<file path="config.mk">
export PLATFORM = sky130hd
export DESIGN_NAME = fir_mac_pipe
export DESIGN_NICKNAME = d
export VERILOG_FILES = /design/src/rtl/fir_pkg.sv /design/src/rtl/round_sat.sv /design/src/rtl/fir_mac_pipe.sv
export SDC_FILE = /design/constraint.sdc
export NUM_CORES = 1
export LEC_CHECK = 0
export BUFFER_PORTS_ARGS = -buffer_cell sky130_fd_sc_hd__buf_4
export CORE_ASPECT_RATIO = 1.5
export CORE_UTILIZATION = 60
export CTS_CLUSTER_SIZE = 24
export DETAILED_ROUTE_END_ITERATION = 6
export GPL_TIMING_DRIVEN = 0
export PLACE_DENSITY = 0.74
export RECOVER_POWER = 100
export SYNTH_ARGS = -nofsm -noshare
export SYNTH_HDL_FRONTEND = slang
export SYNTH_HIERARCHICAL = 1
export SYNTH_SLANG_ARGS = --single-unit
</file>
<file path="constraint.sdc">
create_clock -name clk -period 15.9 [get_ports clk]
set_clock_uncertainty 0.05 [all_clocks]
set_input_delay 4.77 -clock clk [delete_from_list [all_inputs] [get_ports clk]]
set_output_delay 4.77 -clock clk [all_outputs]
set_load 0.005 [all_outputs]
</file>
<file path="src/rtl/fir_pkg.sv">
// Shared defaults and the rounding/saturation helper for the FIR MAC datapath.
package fir_pkg;

    localparam int DEF_WORD_WIDTH  = 16;
    localparam int DEF_COEFF_WIDTH = 16;
    localparam int DEF_OUT_WIDTH   = 16;

    // Working width of sat_round; callers sign-extend their accumulator into it.
    localparam int SR_W = 64;

    // Round half up, arithmetic shift right, then clip to out_width signed bits.
    // Returns {sat, y}; y occupies the low out_width bits, sign-extended.
    function automatic logic [SR_W:0] sat_round(input logic signed [SR_W-1:0] acc,
                                                input int shift,
                                                input int out_width);
        logic signed [SR_W:0] one;
        logic signed [SR_W:0] ext;
        logic signed [SR_W:0] r;
        logic signed [SR_W:0] maxv;
        logic signed [SR_W:0] minv;
        logic signed [SR_W:0] yv;
        logic                 s;
        one  = 1;
        ext  = {acc[SR_W-1], acc};
        r    = (ext + (one <<< (shift - 1))) >>> shift;
        maxv = (one <<< (out_width - 1)) - one;
        minv = -(one <<< (out_width - 1));
        if (r > maxv) begin
            yv = maxv;
            s  = 1'b1;
        end else if (r < minv) begin
            yv = minv;
            s  = 1'b1;
        end else begin
            yv = r;
            s  = 1'b0;
        end
        return {s, yv[SR_W-1:0]};
    endfunction

endpackage

</file>
<file path="src/rtl/round_sat.sv">
// Combinational Qn rounding and signed saturation of an accumulator to the output width.
module round_sat
    import fir_pkg::*;
#(
    parameter int ACC_WIDTH  = 36,
    parameter int FRAC_SHIFT = 15,
    parameter int OUT_WIDTH  = 16
) (
    input  logic signed [ACC_WIDTH-1:0] acc,
    output logic signed [OUT_WIDTH-1:0] y,
    output logic                        sat
);

    logic [SR_W:0] res;
    logic          unused_hi;

    always_comb begin
        res = sat_round(SR_W'(acc), FRAC_SHIFT, OUT_WIDTH);
        y   = res[OUT_WIDTH-1:0];
        sat = res[SR_W];
    end

    // Upper bits are just the sign extension of y.
    assign unused_hi = ^res[SR_W-1:OUT_WIDTH];

endmodule

</file>
<file path="src/rtl/fir_mac_pipe.sv">
// Three-stage signed MAC: register tap, multiply, accumulate frame and emit rounded result.
module fir_mac_pipe
    import fir_pkg::*;
#(
    parameter int WORD_WIDTH  = DEF_WORD_WIDTH,
    parameter int COEFF_WIDTH = DEF_COEFF_WIDTH,
    parameter int GUARD_BITS  = 4,
    parameter int FRAC_SHIFT  = 15,
    parameter int OUT_WIDTH   = DEF_OUT_WIDTH
) (
    input  logic                          clk,
    input  logic                          reset,
    input  logic                          in_valid,
    input  logic signed [WORD_WIDTH-1:0]  d,
    input  logic signed [COEFF_WIDTH-1:0] coeff,
    input  logic                          first,
    input  logic                          last,
    output logic                          out_valid,
    output logic signed [OUT_WIDTH-1:0]   y,
    output logic                          sat
);

    localparam int PROD_WIDTH = WORD_WIDTH + COEFF_WIDTH;
    localparam int ACC_WIDTH  = PROD_WIDTH + GUARD_BITS;

    logic                          vld_p1_q, vld_p1_d, first_p1_q, first_p1_d, last_p1_q, last_p1_d;
    logic signed [WORD_WIDTH-1:0]  d_p1_q, d_p1_d;
    logic signed [COEFF_WIDTH-1:0] coeff_p1_q, coeff_p1_d;
    logic                          vld_p2_q, vld_p2_d, first_p2_q, first_p2_d, last_p2_q, last_p2_d;
    logic signed [PROD_WIDTH-1:0]  prod_p2_q, prod_p2_d;
    logic signed [ACC_WIDTH-1:0]   acc_q, acc_d;
    logic                          out_valid_q, out_valid_d, sat_q, sat_d;
    logic signed [OUT_WIDTH-1:0]   y_q, y_d;
    logic signed [OUT_WIDTH-1:0]   rs_y;
    logic                          rs_sat;

    round_sat #(
        .ACC_WIDTH (ACC_WIDTH),
        .FRAC_SHIFT(FRAC_SHIFT),
        .OUT_WIDTH (OUT_WIDTH)
    ) u_round_sat (
        .acc(acc_d),
        .y  (rs_y),
        .sat(rs_sat)
    );

    always_comb begin
        // Stage 1: capture the tap; markers only count on valid beats.
        vld_p1_d   = in_valid;
        first_p1_d = in_valid & first;
        last_p1_d  = in_valid & last;
        d_p1_d     = d;
        coeff_p1_d = coeff;

        // Stage 2: exact full-width product.
        vld_p2_d   = vld_p1_q;
        first_p2_d = first_p1_q;
        last_p2_d  = last_p1_q;
        prod_p2_d  = PROD_WIDTH'(d_p1_q) * PROD_WIDTH'(coeff_p1_q);

        // Stage 3: accumulate, and on the last tap round the updated sum directly.
        acc_d = acc_q;
        if (vld_p2_q) begin
            acc_d = first_p2_q ? ACC_WIDTH'(prod_p2_q) : acc_q + ACC_WIDTH'(prod_p2_q);
        end
        out_valid_d = vld_p2_q & last_p2_q;
        y_d         = y_q;
        sat_d       = sat_q;
        if (out_valid_d) begin
            y_d   = rs_y;
            sat_d = rs_sat;
        end
    end

    always_ff @(posedge clk) begin
        if (reset) begin
            vld_p1_q    <= 1'b0;
            first_p1_q  <= 1'b0;
            last_p1_q   <= 1'b0;
            vld_p2_q    <= 1'b0;
            first_p2_q  <= 1'b0;
            last_p2_q   <= 1'b0;
            acc_q       <= '0;
            out_valid_q <= 1'b0;
            y_q         <= '0;
            sat_q       <= 1'b0;
        end else begin
            vld_p1_q    <= vld_p1_d;
            first_p1_q  <= first_p1_d;
            last_p1_q   <= last_p1_d;
            vld_p2_q    <= vld_p2_d;
            first_p2_q  <= first_p2_d;
            last_p2_q   <= last_p2_d;
            acc_q       <= acc_d;
            out_valid_q <= out_valid_d;
            y_q         <= y_d;
            sat_q       <= sat_d;
        end
    end

    // Pure data registers; their contents are ignored whenever the paired valid is low.
    always_ff @(posedge clk) begin
        d_p1_q     <= d_p1_d;
        coeff_p1_q <= coeff_p1_d;
        prod_p2_q  <= prod_p2_d;
    end

    assign out_valid = out_valid_q;
    assign y         = y_q;
    assign sat       = sat_q;

endmodule

</file>
Yosys cells after proc, flatten, opt, wreduce, memory -nomap -nowiden

Index checks and enable logic that the tools add are counted.

Add/sub/neg operators: 2
Multipliers: 1
Magnitude comparators: 2
Muxes and demuxes: 6
Bitwise gates (word level): 3

Operator list:

| kind                   | number |
|---|---|
| $mux 36                | 2 |
| $add 36x16->37 const B | 1 |
| $add 36x32->36         | 1 |
| $mul 16x16->32         | 1 |
| $mux 16                | 2 |
| $gt 22x16->1 const B   | 1 |
| $lt 22x16->1 const B   | 1 |
| $and 1x1->1            | 3 |
| $mux 1                 | 2 |

Register bits: 124
Bits of input ports: 37
Output and inout bits: 18
Word-level logic and storage cells: 27

Logic depth before layout (Yosys ltp)

Gate-level depths: netlist of run 1.

Word-level depth: 7
Depth in mapped cells: 25
Gate-level depth less buffers: 24

Cells and area by module

Netlist of run 1, hierarchy kept.

Modules (own cells, without submodules):

| module       | times used | cells an instance | area each (um2) | seq. area each (um2) |
|---|---|---|---|---|
| fir_mac_pipe | 1          | 1775              | 15632.5         | 2482.4 |
| round_sat    | 1          | 96                | 678.2           | 0.0 |

Least setup slack after synthesis of run 1

No wires, ideal clock.

Kind: register -> register
From: reg coeff_p1_q[7]
To: reg prod_p2_q[31]
Setup time: 120 ps
Arrival time: 5978 ps
Required time: 15730 ps
Setup slack: 9752 ps
Stages on the path, launching flop included: 22
Buffers on the path: 1
Period minus slack after synthesis: 6148 ps
Path through: dfxtp_1 -> clkbuf_1 -> nand2_1 -> fa_1 -> inv_1 -> fa_1 -> fa_1 -> fa_1 -> fa_1 -> inv_1 -> fa_1 -> inv_1 -> ha_1 -> a21o_1 -> a21o_1 -> a221o_1 -> a21o_1 -> a31o_1 -> a21o_1 -> a211oi_2 -> a21oi_1 -> xnor2_1

Longest elaborated chain between the ends: 1

Ends and longest elaborated chain:

| element                  | line                | RTL |
|---|---|---|
| start: declaration       | fir_mac_pipe.sv:28  | `logic signed [COEFF_WIDTH-1:0] coeff_p1_q, coeff_p1_d;` |
| start signal: assignment | fir_mac_pipe.sv:104 | `coeff_p1_q <= coeff_p1_d;` |
| $mul 16x16->32           | fir_mac_pipe.sv:59  | `prod_p2_d = PROD_WIDTH'(d_p1_q) * PROD_WIDTH'(coeff_p1_q);` |
| named net prod_p2_d[31]  | fir_mac_pipe.sv:30  | `logic signed [PROD_WIDTH-1:0] prod_p2_q, prod_p2_d;` |
| end signal: assignment   | fir_mac_pipe.sv:105 | `prod_p2_q <= prod_p2_d;` |
| end: declaration         | fir_mac_pipe.sv:30  |  |

The timed path passes the listed nets, and every way through them passes these cells.
A chain may end at the register's enable or synchronous reset.

Worst setup path after layout of run 1

From: reg coeff_p1_q[4]
To: reg prod_p2_q[30]

The elaborated chain is that of the path after synthesis.

==> results of run 1 <==
[stage by stage]
step / instances / util (%) / instance area, µm²
2_1_floorplan: 1871 / - / 16300
3_3_place_gp: 2262 / 64.5 / 17100
3_5_place_dp: 2262 / 64.5 / 17100
4_1_cts: 2294 / 66.7 / 17700
5_1_grt: 2294 / 66.6 / 17700
6_report: 2295 / 66.6 / 17700
[state kept, by name, indices dropped and copies added (netlist names), 16 cells and up]
register,cells
acc_q,36
prod_p2_q,32
coeff_p1_q,16
d_p1_q,16
y,16
[logic make-up (layout without fill, tap and decap cells)]
family	Yosys count	in the layout	synth area share [%]
multiplexers	8	8	0.514
other	0	1	0
adder cells (fa/ha/maj)	381	381	41.3
AO/OA/AOI/OAI	275	275	11.1
flip-flops	124	124	15.2
buffers and inverters	412	498	9.69
AND/OR/NAND/NOR	597	597	18.2
XOR/XNOR	74	74	3.97
[tightest hold or removal path: stages (launching register included)]
cell and delay, ps:
dfxtp_1 310, nand2_1 50, a21oi_1 50
[cell usage in the layout, fill, tap and decap left out, types with 8 or more instances in the layout]
cell type  Yosys  routed
nand2_1      221     221
fa_1         263     263
a31oi_1       12      12
nor2_1        95      95
nand3_1       22      22
dfxtp_1      124     124
a21oi_1       96      97
nor2b_1       46      46
a21o_1        26      26
and2_1       130     119
clkbuf_4       0      48
and2_0         0      11
clkbuf_16      0      17
inv_1        348     348
ha_1         118     118
o21a_1        10      10
a21oi_2       12      11
a211oi_1      11      12
and3_1         8       8
o21ai_0       40      42
nand4_1       10      10
nand2b_1      13      13
clkbuf_1      52      56
xnor2_1       48      48
xor2_1        26      26
nor3_1        19      19
[layout make-up]
class                           count  area [µm²]
Tap cell                          337         422
Antenna cell                        1        2.50
Sequential cell                   124        2480
Clock inverter                     12         138
Inverter                          350        1310
Clock buffer                       20         457
Timing Repair Buffer               54         394
Fill cell                        2236        8860
Multi-Input combinational cell   1335       12200
Buffer                             62         267
[final timing paths]
kind	from	to	cells after the start
hold reg to reg	y[4]$_SDFFE_PP0P_	y[4]$_SDFFE_PP0P_	2
setup reg to reg	coeff_p1_q[4]$_DFF_P_	prod_p2_q[30]$_DFF_P_	19
hold / removal	y[4]$_SDFFE_PP0P_	y[4]$_SDFFE_PP0P_	2
setup / recovery	coeff_p1_q[4]$_DFF_P_	prod_p2_q[30]$_DFF_P_	19
[per-layer routing]
metal	share of wire, %	routed length, µm	vias up
met3	5.0	2040	157
met4	6.6	2690	0
met2	52	20900	415
met5	0	0	-
li1	-	-	6029
met1	37	14800	6267
==> reports/results.txt, run 1 <==
status -> completed
cell family with most CP delay -> adder cells
met1 Use GR -> 33.1%
Worst setup SP type -> flip-flop
Worst setup EP type -> flip-flop
full die area -> 27900 µm²
antenna-violating nets left -> 0
synth warn -> 6
Synth area leader -> fa_1
Hold-fix buffers, CTS -> 0
Post-route DRC -> 0
via count -> 12900
Max-slew headroom -> 34.2%
area grow syn2layout -> 8.61%
maxcap violations -> 0
Post-synth top cells -> inv_1, fa_1, nand2_1
met3 Resource Use GR -> 5.83%
DR vias/cell -> 5.61
CP cell instances -> clkbuf_1, and2_0, fa_1, fa_1, fa_1, fa_1, fa_1, inv_1, fa_1, inv_1, ha_1, a21o_1, a21oi_1, nand2b_1, o31ai_1, o21ai_0, o21a_1, nor2_1, xnor2_1
Min-Delay Path Class -> flip-flop to flip-flop
Crit path largest cell delay -> 1020 ps
top post-synthesis cells by area -> fa_1, dfxtp_1, ha_1
FF+latch count, synth -> 124
# resized after CTS -> 0
crit path max fanout -> 10
Slew Limit Fails -> 0
Final Hold Viols -> 0
H-Tree Depth -> 4
initial antenna violation count -> 1
Synth Instances -> 1871
most used cell, CP -> fa_1
classification of the worst setup path -> flip-flop to flip-flop
fmax -> 0.140 GHz
starting density of the core -> 61.4%
Detail Placement HPWL -> 33.5 mm
slowest CP cell -> fa_1
GRT met2 Usage -> 58.0%
Synth Cell Area -> 16300 µm²
Worst EP arrival -> 7460 ps
count leader, synth -> inv_1
Worst R2R Setup Slack -> 8760 ps
Place WS -> 8830 ps
Core Area -> 26600 µm²
min Tclk post-route -> 7140 ps
TritonCTS clock tree -> yes
layout cells sized above 1 -> 6.23%
Yosys cell types -> 75
CTS root buffer -> clkbuf_16
CTS buffer count -> 17
RSZ-0062 raised after global routing -> false
Avg WL per Cell -> 17.7 µm
DRT Wirelength -> 40.5 mm
first-pass GRT wire length -> 67.6 mm
setup_tns -> 0 ps
clock buffer depth -> 2
Post-synth top flop -> dfxtp_1
drt pass-1 iters -> 5
period utilization -> 44.9%
Die Wd -> 137 µm
Async SR Flop Fraction -> 0%
All-Layer GR Usage -> 32.0%
CTS clk-pin slew, worst paths -> 60 ps
number of synthesized flops with an enable pin -> 0
Hold WS -> 403 ps
slew at the pin with the worst max-slew slack -> 976 ps
Die Y -> 204 µm
worst setup margin -> 8760 ps
Synth Net Count -> 2289
post-CTS setup buffers -> 0
register area share after synthesis -> 15.2%
initial DRC count -> 657
largest net degree at the start of global routing -> 17
Most Used Layer, Global Route -> met2
post-synthesis average cell area -> 8.72 µm²
total grt overflow -> 0
gpl congestion -> 0.952
Skew-Pair Late Insertion Delay -> 450 ps
Final setup viols -> 0
# IOs -> 55
vias in the first global route -> 14100
# rows -> 73
CP required -> 16220 ps
Port-buffer cells -> 54
top cell type's share of synthesized area -> 32.3%
clock sinks -> 124
Buf/Inv on CP -> 3
final net count -> 2362
Power of run 1 is not shown: default switching activity piles up to over one toggle a cycle in this logic, so the estimate is an artifact.
==> run 2: changes to the inputs <==
Settings changed: CORE_UTILIZATION 60 to 59, PLACE_DENSITY 0.74 to 0.76.
Clock period 15.9 ns to 6.4 ns, I/O delays scaled along.
==> run 2 against run 1 <==
  * Via count about the same
  * Critical endpoint is now prod_p2_q[31]$_DFF_P_
  * Worst hold slack worse by 3.8 ps
  * Die area up 1.7%
  * First-iteration DRC count down 5.3%
  * Critical path depth up 3
  * Final cell count up 0.70%
==> reports/results.txt, run 2 (same netlist as run 1, synthesis figures left out) <==
Buf/Inv on CP -> 5 (+2)
CTS buffer count -> 17 (unchanged)
Core Area -> 27200 µm² (+2.4%)
initial DRC count -> 622 (-5.3%)
classification of the worst setup path -> flip-flop to flip-flop
CTS clk-pin slew, worst paths -> 60 ps (about the same)
CTS root buffer -> clkbuf_16
# IOs -> 55 (unchanged)
H-Tree Depth -> 4 (unchanged)
Detail Placement HPWL -> 33.4 mm (-0.53%)
fmax -> 0.160 GHz (+14%)
drt pass-1 iters -> 7 (+2)
Die Wd -> 138 µm (+0.83%)
maxcap violations -> 0 (unchanged)
Final Hold Viols -> 0 (unchanged)
Post-route DRC -> 0 (unchanged)
Worst setup EP type -> flip-flop
via count -> 12900 (-0.093%)
total grt overflow -> 0 (unchanged)
Slew Limit Fails -> 0 (unchanged)
Final setup viols -> 0 (unchanged)
clock buffer depth -> 2 (unchanged)
Worst EP arrival -> 6510 ps (-950 ps)
Most flops, register -> acc_q
status -> completed
starting density of the core -> 59.9% (-1.4 points)
cell family with most CP delay -> adder cells
Skew-Pair Late Insertion Delay -> 440 ps (about the same)
initial antenna violation count -> 0 (-1)
Avg WL per Cell -> 17.7 µm (+0.27%)
All-Layer GR Usage -> 31.4% (-0.54 points)
slew at the pin with the worst max-slew slack -> 1050 ps (+73.1 ps)
antenna-violating nets left -> 0 (unchanged)
clock sinks -> 124 (unchanged)
period utilization -> 97.7% (+53 points)
Max-slew headroom -> 29.3% (-4.9 points)
final net count -> 2374 (+0.51%)
slowest CP cell -> fa_1
first-pass GRT wire length -> 67.2 mm (-0.54%)
CP cell instances -> clkbuf_8, and2_1, fa_1, inv_1, fa_1, fa_1, inv_1, fa_1, fa_1, inv_1, fa_1, inv_1, ha_2, a21o_1, a21oi_1, nor2_1, o41a_1, a31o_1, a21o_1, a211oi_2, a21oi_2, xnor2_1
largest registers -> acc_q: 36 flops, prod_p2_q: 32 flops
most frequent cells in the layout -> inv_1, fa_1, nand2_1
most used cell, CP -> fa_1
TritonCTS clock tree -> yes
start point of the worst hold path -> y[8]$_SDFFE_PP0P_
setup_tns -> 0 ps (unchanged)
min Tclk post-route -> 6250 ps (-893 ps)
Worst setup SP type -> flip-flop
layout cells sized above 1 -> 10.5% (+4.3 points)
Crit path largest cell delay -> 560 ps (-460 ps)
full die area -> 28300 µm² (+1.7%)
crit path max fanout -> 10 (unchanged)
Die Y -> 206 µm (+0.84%)
Critical Path Source -> coeff_p1_q[5]$_DFF_P_
fillers -> 2220 (-0.72%)
Min-Delay Path Class -> flip-flop to flip-flop
CP required -> 6660 ps (-9560 ps)
DRT Wirelength -> 40.9 mm (+0.97%)
area grow syn2layout -> 11.5%
post-layout util -> 66.8% (+0.17 points)
Port-buffer cells -> 54 (unchanged)
DR vias/cell -> 5.56 (-0.78%)
number of flip-flops in the largest register -> 36 (unchanged)
largest net degree at the start of global routing -> 17 (unchanged)
vias in the first global route -> 13800 (-1.7%)
# rows -> 74 (+1.4%)
gpl congestion -> 0.964 (+1.3%)
Reg2Reg Launch Point -> coeff_p1_q[5]$_DFF_P_
# diodes -> 0 (-1)
most common cell after layout, fill and taps aside -> inv_1
run 2: timing repair:
action                                  in CTS  in global routing
hold buffers                                 0                  0
cloned                                       0                  0
gates resized for setup                     88                 94
pin swaps                                    1                 16
setup buffers                                1                 13
endpoints found under the setup margin      11                  6
run 2: cell type report:
type                    count  area (µm²)  area share (%)
well taps                 342         428            2.35
clock buffers              19         453            2.49
clock inverters            13         188            1.03
repair buffers             68         492            2.70
multi-input cells        1335       12300            67.7
inverters                 350        1320            7.25
plain buffers              60         430            2.37
flip-flops and latches    124        2570            14.1
run 2: worst paths after layout:
kind                      endpoint  slack (ps)  cells after the start
min reg2reg      y[8]$_SDFFE_PP0P_         400                      2
max          prod_p2_q[31]$_DFF_P_         150                     22
min              y[8]$_SDFFE_PP0P_         400                      2
max reg2reg  prod_p2_q[31]$_DFF_P_         150                     22
run 2: routing by layer:
layer / vias to the layer above / part of all wire, % / global-route usage, % / wire (µm)
met1: 6219 / 37 / 33.9 / 15300
met2: 428 / 51 / 57.1 / 20900
li1: 6048 / - / - / -
met3: 161 / 4.5 / 4.19 / 1830
met5: - / 0 / 0 / 0
met4: 0 / 7.0 / 19.4 / 2870
run 2: through the flow:
stage	setup WS (ps)	cells	area, µm²	hold WS, ps
global placement	-476	2267	17100	392
finish	148	2311	18200	400
CTS	14.9	2300	18000	405
global route	-12.6	2311	18200	418
detailed placement	-553	2267	17100	389
floorplan	252	1871	16300	364
run 2: worst register-to-register path, cell delays in order (launching register included):
cell	delay, ps
dfxtp_2	360
clkbuf_8	180
and2_1	190
fa_1	540
inv_1	50
fa_1	500
fa_1	560
inv_1	60
fa_1	460
fa_1	540
inv_1	50
fa_1	530
inv_1	50
ha_2	310
a21o_1	190
a21oi_1	160
nor2_1	90
o41a_1	320
a31o_1	230
a21o_1	200
a211oi_2	260
a21oi_2	100
xnor2_1	130
Power of run 2 is left out for the same reason.
